## src/rtl/cook_ctrl_pkg.sv

```systemverilog
// cook_ctrl_pkg: shared state codes, BCD limit and state width for the cooker controller
package cook_ctrl_pkg;
    localparam int STATE_W = 3;
    localparam logic [3:0] BCD_MAX = 4'd9;
    typedef enum logic [STATE_W-1:0] {
        IDLE    = 3'd0,
        ENTRY   = 3'd1,
        COOKING = 3'd2,
        PAUSED  = 3'd3,
        DONE    = 3'd4
    } state_t;
endpackage

```

## src/rtl/beep_gen.sv

```systemverilog
// beep_gen: times the end-of-cook beep; busy is high while more beep cycles follow the current one
module beep_gen #(
    parameter int BEEP_CYCLES = 3
) (
    input  logic clock,
    input  logic reset,
    input  logic trigger,
    output logic busy
);
    localparam int CW = $clog2(BEEP_CYCLES + 1);
    localparam logic [CW-1:0] CMAX = CW'(BEEP_CYCLES);
    logic [CW-1:0] cnt_q, cnt_d;
    assign busy = cnt_q != '0 && cnt_q < CMAX;
    // count elapsed beep cycles, saturating at BEEP_CYCLES
    always_comb begin
        cnt_d = trigger ? CW'(1) : busy ? cnt_q + 1'b1 : cnt_q;
    end
    // counter register
    always_ff @(posedge clock) begin
        if (reset) cnt_q <= '0;
        else       cnt_q <= cnt_d;
    end
endmodule

```

## src/rtl/cook_ctrl.sv

```systemverilog
// cook_ctrl: microwave keypad/door/timer controller FSM with registered outputs
module cook_ctrl
    import cook_ctrl_pkg::*;
#(
    parameter int BEEP_CYCLES = 3,
    parameter int MAX_DIGITS  = 3
) (
    input  logic               clock,
    input  logic               reset,
    input  logic               key_valid,
    input  logic [3:0]         key_digit,
    input  logic               start,
    input  logic               stop_clear,
    input  logic               door_closed,
    input  logic               timer_zero,
    output logic               timer_loadn,
    output logic               timer_clearn,
    output logic [3:0]         timer_data,
    output logic               timer_enable,
    output logic               mag_on,
    output logic               done_beep,
    output logic [STATE_W-1:0] state
);
    localparam int DW = $clog2(MAX_DIGITS + 1);
    state_t state_q, state_d;
    logic [DW-1:0] digit_count_q, digit_count_d;
    logic loadn_q, loadn_d, clearn_q, clearn_d;
    logic [3:0] data_q, data_d;
    logic enable_q, enable_d, mag_q, mag_d, beep_q, beep_d;
    logic key_ok, clear, beep_busy;
    assign key_ok = key_valid && key_digit <= BCD_MAX && digit_count_q < DW'(MAX_DIGITS);
    assign timer_loadn  = loadn_q;
    assign timer_clearn = clearn_q;
    assign timer_data   = data_q;
    assign timer_enable = enable_q;
    assign mag_on       = mag_q;
    assign done_beep    = beep_q;
    assign state        = state_q;
    beep_gen #(.BEEP_CYCLES(BEEP_CYCLES)) u_beep (
        .clock   (clock),
        .reset   (reset),
        .trigger (state_q == COOKING && state_d == DONE),
        .busy    (beep_busy)
    );
    // next state and next outputs; outputs follow the state being entered
    always_comb begin
        state_d       = state_q;
        digit_count_d = digit_count_q;
        loadn_d       = 1'b1;
        clearn_d      = 1'b1;
        data_d        = data_q;
        clear         = 1'b0;
        case (state_q)
            IDLE, ENTRY: begin
                if (stop_clear) clear = 1'b1;
                else if (state_q == ENTRY && start && door_closed && !timer_zero) state_d = COOKING;
                else if (key_ok) begin
                    state_d       = ENTRY;
                    loadn_d       = 1'b0;
                    data_d        = key_digit;
                    digit_count_d = digit_count_q + 1'b1;
                end
            end
            COOKING: begin
                if (timer_zero) state_d = DONE;
                else if (!door_closed || stop_clear) state_d = PAUSED;
            end
            PAUSED: begin
                if (stop_clear) clear = 1'b1;
                else if (start && door_closed) state_d = COOKING;
            end
            DONE:    clear = stop_clear || !beep_busy;
            default: clear = 1'b1;
        endcase
        if (clear) begin
            state_d       = IDLE;
            digit_count_d = '0;
            clearn_d      = 1'b0;
        end
        enable_d = state_d == COOKING;
        mag_d    = state_d == COOKING;
        beep_d   = state_d == DONE;
    end
    // state and output registers
    always_ff @(posedge clock) begin
        if (reset) begin
            state_q       <= IDLE;
            digit_count_q <= '0;
            loadn_q       <= 1'b1;
            clearn_q      <= 1'b0;
            data_q        <= 4'd0;
            enable_q      <= 1'b0;
            mag_q         <= 1'b0;
            beep_q        <= 1'b0;
        end else begin
            state_q       <= state_d;
            digit_count_q <= digit_count_d;
            loadn_q       <= loadn_d;
            clearn_q      <= clearn_d;
            data_q        <= data_d;
            enable_q      <= enable_d;
            mag_q         <= mag_d;
            beep_q        <= beep_d;
        end
    end
endmodule
```

## config.mk

```make
export PLATFORM = sky130hd
export DESIGN_NAME = cook_ctrl
export DESIGN_NICKNAME = d
export VERILOG_FILES = /design/src/rtl/cook_ctrl_pkg.sv /design/src/rtl/beep_gen.sv /design/src/rtl/cook_ctrl.sv
export SDC_FILE = /design/constraint.sdc
export NUM_CORES = 1
export LEC_CHECK = 0
export ABC_AREA = 1
export BUFFER_PORTS_ARGS = -buffer_cell sky130_fd_sc_hd__clkbuf_2
export CAP_MARGIN = 20
export CORE_MARGIN = 3
export CORE_UTILIZATION = 50
export DETAILED_ROUTE_END_ITERATION = 10
export GPL_ROUTABILITY_DRIVEN = 1
export PLACE_DENSITY = 0.89
export SLEW_MARGIN = 30
export SYNTH_ARGS = -nofsm -noshare
export SYNTH_HDL_FRONTEND = slang
export SYNTH_HIERARCHICAL = 1
export SYNTH_SLANG_ARGS = --single-unit
```

## constraint.sdc

```tcl
create_clock -name clock -period 2 [get_ports clock]
set_input_delay 0.1 -clock clock [delete_from_list [all_inputs] [get_ports clock]]
set_output_delay 0.1 -clock clock [all_outputs]
set_load 0.03 [all_outputs]
```

==> results by stage, run 1 <==
Placed design:
- Detailed placement finished with a half-perimeter wire length of approximately 1100 µm.
- The final estimated routing congestion in global placement is 0.795.
- In this run the tool buffered the top-level ports with 22 buffer cells.

Detailed routing:
- In the routed design, unresolved DRC markers number 0.
- Once detail routing completed, the nets flagged for antenna violations numbered 0.
- In the final routed layout, each cell accounts on average for between 9 and 10 µm.
- After the first detailed-routing iteration, the DRC count stood at 9.
- Wires add up to around 1300 µm.
- Summing over every cut layer, the via total after detailed routing is 637.
- The via density per instance is 4.68.
- The number of detailed-routing iterations run before antenna repair is 4.

Synth:
- Of the post-synthesis cell area, the dominant cell type holds 0.424.
- After synthesis, the cell types taking the most area are sky130_fd_sc_hd__dfxtp_1 (42%), sky130_fd_sc_hd__nor2_1 (9.5%), sky130_fd_sc_hd__nand2_1 (9.0%).
- The biggest area contributor in the post-synthesis netlist is sky130_fd_sc_hd__dfxtp_1.
- The post-synthesis register bit count is 15.
- The distinct cell type count of the synthesized netlist is 23.
- The cell count after synthesis came out at 97.
- The per-instance average area after synthesis is 7.30 µm².
- The area of the mapped netlist is between 700 and 800 µm².
- The count of synthesis-stage warnings from yosys is 6.
- Of the synthesized area, sequential elements account for 0.424.
- The post-synthesis net count is 109.

Global routing:
- The number of antenna violations at the first check in global routing came to 0.
- The global-route met1 utilization is 0.194.
- The remaining global-route overflow is 0.
- In this run the most used layer during global routing was met2.
- The first global-routing pass estimated roughly 2300 µm of wire.
- The number of global-route vias before repair is 576.
- The met2 track demand over resource in global routing is 0.259.
- Entering global routing, the biggest net connects 9 pins.
- The global routing usage summed across all routing layers is 0.160.
- For this run, global-route usage on met3 was measured as 0.0456.

Worst setup path:
- The critical path goes through nand2_1 -> o21ai_0 -> nand3_1 -> nor2_1 -> inv_1 -> nand2_1 -> nor2_1.
- For the worst setup path, the data required time is around 2.2 ns.
- Broken down by cell family, the worst path's largest delay share belongs to simple AND/OR/NAND/NOR gates.
- STA classifies the critical path endpoint as a flop.
- The slowest stage of the critical path is the sky130_fd_sc_hd__dfxtp_1 cell.
- The critical path start-end classification is reg2reg.
- The largest stage delay on the critical path is 0.51 ns.
- The data arrival time of the critical path is 1.59 ns.
- The critical path buffer and inverter count is 1.
- The worst setup path is launched from a flop.
- In this run the worst path has a maximum fanout of 8.

Floorplan:
- During I/O placement, the number of pins put on the boundary was 23.
- The die boundary height is 43.6 µm.
- The initial core utilization is 0.582.
- The number of placement rows is 12.
- The floorplan die width is 43.6 µm.
- The standard cell core area is 0.00122 mm².
- The area of the die is 0.00190 mm².

Cells and area:
- The layout cell share with drive strength beyond 1 is 0.320.
- The layout-stage area growth over the synthesis result is 20.7%.
- The final layout contains 135 nets.
- The most common cell after layout, fill and taps aside is sky130_fd_sc_hd__clkbuf_2.
- The final-layout fill cell count is 110.
- The multi-input gate area in the final layout is 334 µm².
- In the final layout, flip-flops and latches occupy 300 µm².
- The repair_antennas step left the layout with diodes totalling 0.
- The library cells used most frequently in the layout, excluding fill and tap cells, are sky130_fd_sc_hd__clkbuf_2 (22), sky130_fd_sc_hd__nor2_1 (18), sky130_fd_sc_hd__nand2_1 (17).

Timing:
- In the finished design, the share of the clock period the worst path needs comes to 0.710.
- The number of max-slew violations in the final report was 0.
- The time the worst path needs with I/O delays and setup is 1.42 ns.
- Setup violations remaining at the end of the flow were counted as 0.
- Between clock sinks in the finished design, the worst skew comes to 0.00237 ns.
- For the pin with the worst max-slew slack, the measured transition is 0.310 ns.
- Setup repair after global routing left no endpoint under its margin.
- Headroom to the max-slew limit came out at 0.793.
- Summed over all failing endpoints, the final setup total negative slack is 0 ns.
- The number of failing hold endpoints at the final stage is 0.
- The timing-limited maximum frequency is 704 MHz.

Clock network:
- The clock latency reported for the late side of the worst-skew pair is 0.27 ns.
- The clock net sink count is 15.
- The buffer cell driving the clock tree root is sky130_fd_sc_hd__clkbuf_4.
- The longest clock path from root to sink contains 2 buffers.
- For this design, the CTS-stage hold fixing added 0 buffers.
- The total clock buffers created by CTS is 3.
- The clock transition at the register clock pins on the worst setup and hold paths after CTS is 0.08 ns.
- TritonCTS built the clock tree.
- The number of buffers inserted by post-CTS setup repair is 0.
- CTS built an H-tree with a depth of 1.
- The number of gates resized after CTS was 0.

Min path:
- The min-delay analysis places its worst path in the category in2reg.

Power and ir drop:
- The maximum vdd drop is roughly 0.32 mV.
- In this run the power density over the cells is 648 mW/mm².
- The total power is 554 µW.
- For this design the static power due to leakage is between 0.4 and 0.5 nW.

Outcome:
- The flow ran to the end, and the final reports show no timing, DRC or antenna violations.

Job:
- Across the run, the number of max-cap violations was 0.
power by group:
group | leakage (nW) | internal (mW) | total (mW) | switching [mW]
Sequential | 0.122 | 0.306 | 0.311 | 0.00428
Clock | 0.0150 | 0.0772 | 0.166 | 0.0893
Combinational | 0.321 | 0.0260 | 0.0769 | 0.0509
Total | 0.458 | 0.410 | 0.554 | 0.144
through the flow:
stage               hold WS [ns]  instances  utilization  instance area [µm²]  worst slack [ns]
finish                    0.0273        136        0.703                  855             0.580
global route              0.0399        136        0.703                  855             0.438
CTS                       0.0254        136        0.703                  855             0.595
detailed placement         0.320        132        0.681                  828             0.618
global placement           0.326        132        0.681                  828             0.610
floorplan                  0.172         97            -                  708             0.582
cell type report:
| cell class | count | area share |
|---|---|---|
| Inverter | 17 | 0.0776 |
| Multi-Input combinational cell | 64 | 0.391 |
| Tap cell | 14 | 0.0205 |
| Timing Repair Buffer | 22 | 0.129 |
| Clock buffer | 4 | 0.0307 |
| Sequential cell | 15 | 0.351 |
path summary, 6_finish.rpt:
kind	startpoint	end	slack, ns	cells after the start
worst max-delay path	state[1]	u_beep/cnt_q[1]	0.58	7
worst min-delay path	reset	u_beep/cnt_q[0]	0.03	2
worst max register to register	state[1]	u_beep/cnt_q[1]	0.58	7
worst min register to register	digit_count_q[1]	digit_count_q[1]	0.49	2
synth_stat cells:
| cell | count |
|---|---|
| sky130_fd_sc_hd__buf_4 | 1 |
| sky130_fd_sc_hd__inv_2 | 2 |
| sky130_fd_sc_hd__inv_4 | 1 |
| sky130_fd_sc_hd__nor2_4 | 1 |
| sky130_fd_sc_hd__o21ai_0 | 4 |
| sky130_fd_sc_hd__o21ai_1 | 3 |
| sky130_fd_sc_hd__inv_1 | 14 |
| sky130_fd_sc_hd__nor3_4 | 1 |
| sky130_fd_sc_hd__a21oi_1 | 2 |
| sky130_fd_sc_hd__ha_1 | 1 |
| sky130_fd_sc_hd__dfxtp_1 | 15 |
| sky130_fd_sc_hd__nand2_4 | 1 |
| sky130_fd_sc_hd__nand2_2 | 3 |
| sky130_fd_sc_hd__nor3_2 | 1 |
| sky130_fd_sc_hd__nand2_1 | 17 |
| sky130_fd_sc_hd__nand3_2 | 1 |
| sky130_fd_sc_hd__nand3_1 | 5 |
| sky130_fd_sc_hd__nor2_2 | 2 |
| sky130_fd_sc_hd__nand4_1 | 1 |
| sky130_fd_sc_hd__nor2_1 | 18 |
| sky130_fd_sc_hd__o211ai_1 | 1 |
| sky130_fd_sc_hd__o31ai_1 | 1 |
| sky130_fd_sc_hd__a21oi_2 | 1 |
per-layer routing:
layer / routed length (µm) / part of all wire
met1: 618 / 0.47
met2: 583 / 0.44
met3: 91 / 0.069
met4: 27 / 0.020
met5: 0 / 0
sequential cells by signal (all words and copies together) (netlist names):
register	count
digit_count_q	2
timer_loadn	1
timer_clearn	1
done_beep	1
state	3
timer_data	4
mag_on	1
u_beep/cnt_q	2
cells by family (layout without fill, tap and decap cells):
group                    after synthesis  count (layout)  share of synthesized area
adder cells (fa/ha/maj)                1               1                     0.0177
buffers and inverters                 18              43                      0.104
AO/OA/AOI/OAI                         12              12                     0.0972
AND/OR/NAND/NOR                       51              51                      0.357
flip-flops                            15              15                      0.424
worst register-to-register path: stages (launching register included):
cell and delay, ns:
sky130_fd_sc_hd__dfxtp_1 0.51, sky130_fd_sc_hd__nand2_1 0.11, sky130_fd_sc_hd__o21ai_0 0.25, sky130_fd_sc_hd__nand3_1 0.17, sky130_fd_sc_hd__nor2_1 0.15, sky130_fd_sc_hd__inv_1 0.05, sky130_fd_sc_hd__nand2_1 0.05, sky130_fd_sc_hd__nor2_1 0.04
Power figures use the tool's default switching activity.
==> run 2, diff against run 1 <==
Settings changed: CORE_UTILIZATION 50 to 47, PLACE_DENSITY 0.89 to 0.85.
Clock period 2 ns to 1.4 ns, I/O delays scaled along.
==> results by stage, run 2 (synthesis results as in run 1) <==
Floorplan:
- The floorplan step defined a die boundary enclosing 0.00201 mm².
- The floorplan die width is 44.8 µm.
- The floorplan step set the die height to 44.8 µm.
- The initial utilization of the core area, before any placement, comes to 0.525.
- The number of placement rows is 13.
- The standard cell core area is 0.00135 mm².
- The I/O pin total is 23.

Global routing:
- The wire length of the first global-routing pass is 2640 µm.
- Across every metal layer, demand over resource in global routing totals 0.181.
- The number of global-route vias before repair was 664.
- The remaining global-route overflow is 0.
- The number of antenna violations at the first check in global routing was 0.
- The largest net degree at the start of global routing is 9.

Clock network:
- The number of setup buffers added after CTS is 0.
- The total number of H-tree levels is 1.
- The maximum clock path buffer count is 2.
- The clock net sink count is 15.
- Buffers inserted during clock tree synthesis total 3.
- TritonCTS built the clock tree.
- The buffer cell driving the clock tree root is sky130_fd_sc_hd__clkbuf_4.
- At the later pin of the worst-skew pair, clock insertion delay measures 0.28 ns.
- After clock tree synthesis, the clock-pin slew on the worst setup and hold paths is about 0.080 ns.

Worst setup path:
- The worst flop-to-flop path startpoint is digit_count_q[0].
- For the worst setup path, the data required time is 1.57 ns.
- Walking the worst path, the cells encountered are ha_1 -> nor2_2 -> nand2_1 -> inv_1 -> nand2_4 -> o21ai_1 -> nor2_1.
- In this design, the largest share of critical-path delay is due to simple AND/OR/NAND/NOR gates.
- The critical path start-end classification is reg2reg.
- The worst setup path is captured at a flop.
- The slowest library cell on the worst path is sky130_fd_sc_hd__dfxtp_1.
- In this run the worst path has a maximum fanout of 7.
- Counting cells, the worst reg-to-reg path comes to 7.
- The worst reg2reg path endpoint is timer_data[2].
- The critical path buffer and inverter count is 1.
- In this design, the stage delay of the slowest critical-path cell is roughly 0.34 ns.
- Data on the critical path arrives at its endpoint at 1.48 ns.
- The kind of start point of the critical path is a flop.
- The worst setup slack for register-to-register paths is 0.09 ns.

Detailed routing:
- The final routed DRC violation total is 0.
- For this block, the via count after detailed routing is 675.
- The final routed wirelength across all metal layers is between 1000 and 1500 µm.
- The detail route stage leaves a number of antenna-violating nets equal to 0.
- The detailed router's first-iteration violation count is 13.
- After detailed routing, the average wire length per cell comes to approximately 11 µm.
- The via density per instance is roughly 5.
- The number of detailed-routing iterations run before antenna repair is 4.

Outcome:
- The run finished with clean final reports.

Min path:
- Along the worst hold path, the cell count comes to 3.
- The endpoint of the worst hold path is timer_data[0].
- The worst hold path begins at key_digit[0].
- The worst hold path class is in2reg.

Cells and area:
- The library cell used most frequently in the layout, excluding fill and tap cells, is sky130_fd_sc_hd__clkbuf_2.
- The layout-stage area growth over the synthesis result is 22.8%.
- The number of flip-flops under the largest register name is 4.
- The layout cell share with drive strength beyond 1 is 0.333.
- The final layout contains between 100 and 150 nets.
- The library cells used most frequently in the layout, excluding fill and tap cells, are sky130_fd_sc_hd__clkbuf_2 (22), sky130_fd_sc_hd__nand2_1 (17), sky130_fd_sc_hd__nor2_1 (17).
- After routing the design area is roughly 870 µm².
- The number of antenna cells inserted is 0.

Timing:
- The time the worst path needs with I/O delays and setup is around 1.3 ns.
- For this run, the top clock speed supported by timing is 764 MHz.
- The number of max-slew violations in the final report is 0.
- The worst-case clock skew is around 0.0046 ns.
- The transition time at the pin with the least slew margin is 0.254 ns.
- Setup repair after global routing left no endpoint under its margin.
- The number of failing hold endpoints at the final stage is 0.
- In this run the tightest slew margin relative to its limit is 0.829.
- In the finished design, the share of the clock period the worst path needs comes to 0.935.
- The final count of negative-setup-slack endpoints is 0.
- In the final timing run, aggregate negative setup slack is 0 ns.

Power and ir drop:
- The leakage dissipation is approximately 0.46 nW.
- Across the VDD grid, the largest voltage drop is 0.860 mV.
- In this run the power density over the cells is 914 mW/mm².
- Power comes to 794 µW.

Placed design:
- The estimated wirelength of the detail-placed design is 1180 µm.
- Routability-driven placement finished with a final weighted congestion of 0.862.
- In this run the cell area measured after placement is 831 µm².
- The count of buffers added on input and output ports is 22.

Job:
- Across the run, the number of max-cap violations was 0.
==> run 2: metrics by stage <==
| step | hold slack (ns) | setup WS (ns) | util | cells |
|---|---|---|---|---|
| finish | 0.0350 | 0.0909 | 0.644 | 138 |
| floorplan | 0.142 | 0.0938 | - | 97 |
| global placement | 0.299 | 0.116 | 0.615 | 133 |
| detailed placement | 0.295 | 0.0779 | 0.615 | 133 |
| global route | 0.0651 | 0.0000534 | 0.644 | 138 |
| CTS | 0.0205 | 0.00804 | 0.642 | 138 |
==> run 2: cell type report <==
type                            count  area [µm²]
Clock buffer                        4        26.3
Fill cell                         117         480
Inverter                           17        66.3
Multi-Input combinational cell     64         337
Sequential cell                    15         302
Tap cell                           15        18.8
Timing Repair Buffer               23         120
==> run 2: how the worst max path moves through the flow <==
stage,start,to,slack [ns],cells past startpoint
after floorplan,state[2],u_beep/cnt_q[1],0.09,7
after global routing,digit_count_q[0],timer_data[0],0.00005,8
after CTS,digit_count_q[0],timer_data[2],0.008,7
after global placement,digit_count_q[0],timer_data[2],0.12,7
after detailed placement,digit_count_q[0],timer_data[2],0.08,7
final,digit_count_q[0],timer_data[2],0.09,7
==> run 2: worst reg2reg max path: cells and delay by family, from the launching register on <==
family / cells / cell delay, ns
DFF: 1 / 0.34
adders and majority gates: 1 / 0.21
buffers and inverters: 1 / 0.12
and+or+nand+nor: 4 / 0.37
AOI/OAI and AO/OA: 1 / 0.16
==> run 2: timing repair <==
| item | 4_1_cts | 5_1_grt |
|---|---|---|
| setup endpoints to repair | 0 | 5 |
| gates resized for setup | 0 | 3 |
| hold endpoints to repair | 1 | 0 |
| hold buffers | 1 | 0 |
==> run 2: per-layer routing <==
layer  GRT usage  up-vias  wire length [µm]
li1            -      359                 -
met1       0.188      295               599
met2       0.338       17               796
met3      0.0598        4                76
met4      0.0585        0                18
met5           0        -                 0
==> run 2: report_power, final <==
group	switching, mW	leakage [nW]	internal (mW)
combinational	0.0763	0.322	0.0398
clock	0.124	0.0150	0.111
sequential	0.00643	0.122	0.438
total	0.206	0.460	0.588
==> run 3, diff against run 2 <==
Settings changed: CORE_UTILIZATION 47 to 50, CTS_BUF_LIST set to sky130_fd_sc_hd__clkbuf_4, PLACE_DENSITY 0.85 to 0.89, RECOVER_POWER set to 25.
==> results by stage, run 3 (synthesis results as in run 1) <==
Outcome:
- The run finished with clean final reports.

Worst setup path:
- The worst setup path is captured at a flop.
- The slowest library cell on the worst path is sky130_fd_sc_hd__dfxtp_1.
- The critical path start-end classification is reg2reg.
- At the worst endpoint, the required time is roughly 1.6 ns.
- Of all nets on the critical path, the largest fanout is 7.
- The worst setup path is launched from a flop.
- The critical path goes through ha_1 -> nor2_2 -> nand2_1 -> inv_2 -> nand2_4 -> o21ai_0 -> nor2_1.
- The largest stage delay on the critical path is approximately 0.34 ns.
- Data arrives at the worst endpoint at roughly 1.5 ns.

Timing:
- Setup repair after global routing left no endpoint under its margin.
- The time the worst path needs with I/O delays and setup is 1.26 ns.
- For the pin with the worst max-slew slack, the measured transition is 0.374 ns.
- The timing-limited maximum frequency is 795 MHz.
- The setup TNS is 0 ns.
- The final count of negative-setup-slack endpoints is 0.
- The number of max-slew violations in the final report is 0.
- Across the routed clock network, the largest skew measured is approximately 0.009 ns.
- The fraction of the cycle the final worst path needs is 0.899.
- The number of failing hold endpoints at the final stage is 0.
- In this run the tightest slew margin relative to its limit is 0.752.

Clock network:
- The clock net sink count is 15.
- TritonCTS created 3 clock buffers.
- The clock transition at the register clock pins on the worst setup and hold paths after CTS is about 0.1 ns.
- The clock latency reported for the late side of the worst-skew pair is 0.30 ns.
- The buffer cell driving the clock tree root is sky130_fd_sc_hd__clkbuf_4.
- The maximum clock path buffer count is 2.
- The total number of H-tree levels is 1.
- In this run the post-CTS setup repair buffer count came out at 0.
- TritonCTS built the clock tree.

Power and ir drop:
- The net switching power of the design is 230 µW.
- The design draws 812 µW.
- The part of the total power dissipated in combinational logic is 0.140.
- The portion of total power attributed to the clock network is 0.314.
- The internal power of the cells totals 583 µW.
- The net switching share of the total power is 0.283.
- The maximum vdd drop is 0.755 mV.
- For this design the ratio of total power to cell area is about 940 mW/mm².
- For this design the static power due to leakage is between 0.4 and 0.5 nW.
- The share of total power in sequential cells is 0.547.

Min path:
- The worst hold path class is in2reg.

Global routing:
- The layer with the highest usage after global routing is met2.
- In the global route stage, met3 resource usage came out at 0.0788.
- The global routing usage summed across all routing layers is 0.183.
- The remaining global-route overflow is 0.
- The number of antenna violations at the first check in global routing was 0.
- The first global-routing pass estimated 2550 µm of wire.
- The number of global-route vias before repair was 636.
- For met1 alone, demand over resource in global routing was 0.202.
- The largest net degree at the start of global routing is 10.
- The met2 track demand over resource in global routing is 0.305.

Detailed routing:
- The first detailed-routing pass took 4 iterations.
- The detail route stage leaves a number of antenna-violating nets equal to 0.
- The detailed router's first-iteration violation count is 10.
- The overall via count from detail_route is 676.
- The via density per instance is ~5.
- The final routed wirelength across all metal layers is 1460 µm.
- In the routed design, unresolved DRC markers number 0.
- In the final routed layout, each cell accounts on average for 10.6 µm.

Floorplan:
- The floorplan step set the die height to 43.6 µm.
- The core region is 0.00122 mm².
- The number of placement rows is 12.
- In this run the count of I/O pins placed on the die edge is 23.
- The initial core utilization is 0.582.
- The floorplan die width is approximately 44 µm.
- The area of the die is 0.00190 mm².

Placed design:
- Routability-driven placement finished with a final weighted congestion of 0.835.
- Buffers placed on the I/O ports in this run total 22.
- The estimated wirelength of the detail-placed design is 1140 µm.

Cells and area:
- The number of antenna diodes in the final layout is 0.
- The library cells used most frequently in the layout, excluding fill and tap cells, are sky130_fd_sc_hd__nand2_1 (17), sky130_fd_sc_hd__nor2_1 (17), sky130_fd_sc_hd__clkbuf_2 (16).
- After the last flow step, the layout net total stands at 136.
- Counting the fill cells in the layout gives 111.
- The number of flip-flops under the largest register name is 4.
- The layout-stage area growth over the synthesis result is 21.7%.
- Of the cells placed in the final design, the portion with a size suffix greater than 1 is 0.301.

Job:
- The tool flagged a number of max-cap violations equal to 0.
## run 3: changes by cell type in the layout (fill, tap and decap cells not counted), sizes merged
cell and change:
clkbuf -1, clkinv +1
## run 3: path summary, 6_finish.rpt
| check | start | end | slack [ns] | cells after the start |
|---|---|---|---|---|
| min reg2reg | digit_count_q[1] | digit_count_q[1] | 0.48 | 2 |
| max | digit_count_q[0] | timer_data[2] | 0.14 | 7 |
| min | key_digit[0] | timer_data[0] | 0.003 | 3 |
| max reg2reg | digit_count_q[0] | timer_data[2] | 0.14 | 7 |
## run 3: critical path: cells and delay by family, from the launching register on
family	cells	cell delay, ns
AOI/OAI and AO/OA	1	0.15
adders and majority gates	1	0.20
buffers and inverters	1	0.09
DFF	1	0.34
and+or+nand+nor	4	0.36
## run 3: timing repair
item                                   4_1_cts  5_1_grt
resized for setup                            0        3
endpoints found under the hold margin        3        0
setup endpoints to repair                    0        7
hold buffers                                 1        0
## run 3: power by group through the flow
stage | registers [mW] | logic, mW | clock network, mW
after floorplan | 0.475 | 0.0518 | 0
after global placement | 0.453 | 0.109 | 0
after detailed placement | 0.454 | 0.111 | 0
after CTS | 0.444 | 0.114 | 0.263
after global routing | 0.446 | 0.126 | 0.272
final | 0.444 | 0.114 | 0.255
## run 3: layout make-up
| class | count | area (µm²) | area share |
|---|---|---|---|
| sequential | 15 | 302 | 0.350 |
| inverter | 17 | 66.3 | 0.0769 |
| timing repair buffer | 23 | 113 | 0.131 |
| clock buffer | 3 | 22.5 | 0.0261 |
| tap | 14 | 17.5 | 0.0203 |
| multi-input combinational | 64 | 337 | 0.390 |
| clock inverter | 1 | 5.00 | 0.00581 |
## run 3: layer usage
| layer | part of all wire | vias up |
|---|---|---|
| li1 | - | 359 |
| met3 | 0.094 | 4 |
| met2 | 0.49 | 29 |
| met4 | 0.021 | 0 |
| met1 | 0.39 | 284 |
| met5 | 0 | - |
## run 3: through the flow
stage	cells	cell area (µm²)	hold slack, ns	util	setup WS [ns]
global route	137	862	0.0205	0.709	0.0213
finish	137	862	0.00256	0.709	0.141
floorplan	97	709	0.142	-	0.0938
global placement	132	830	0.299	0.682	0.125
detailed placement	132	830	0.299	0.682	0.113
CTS	137	867	0.000555	0.713	0.0829
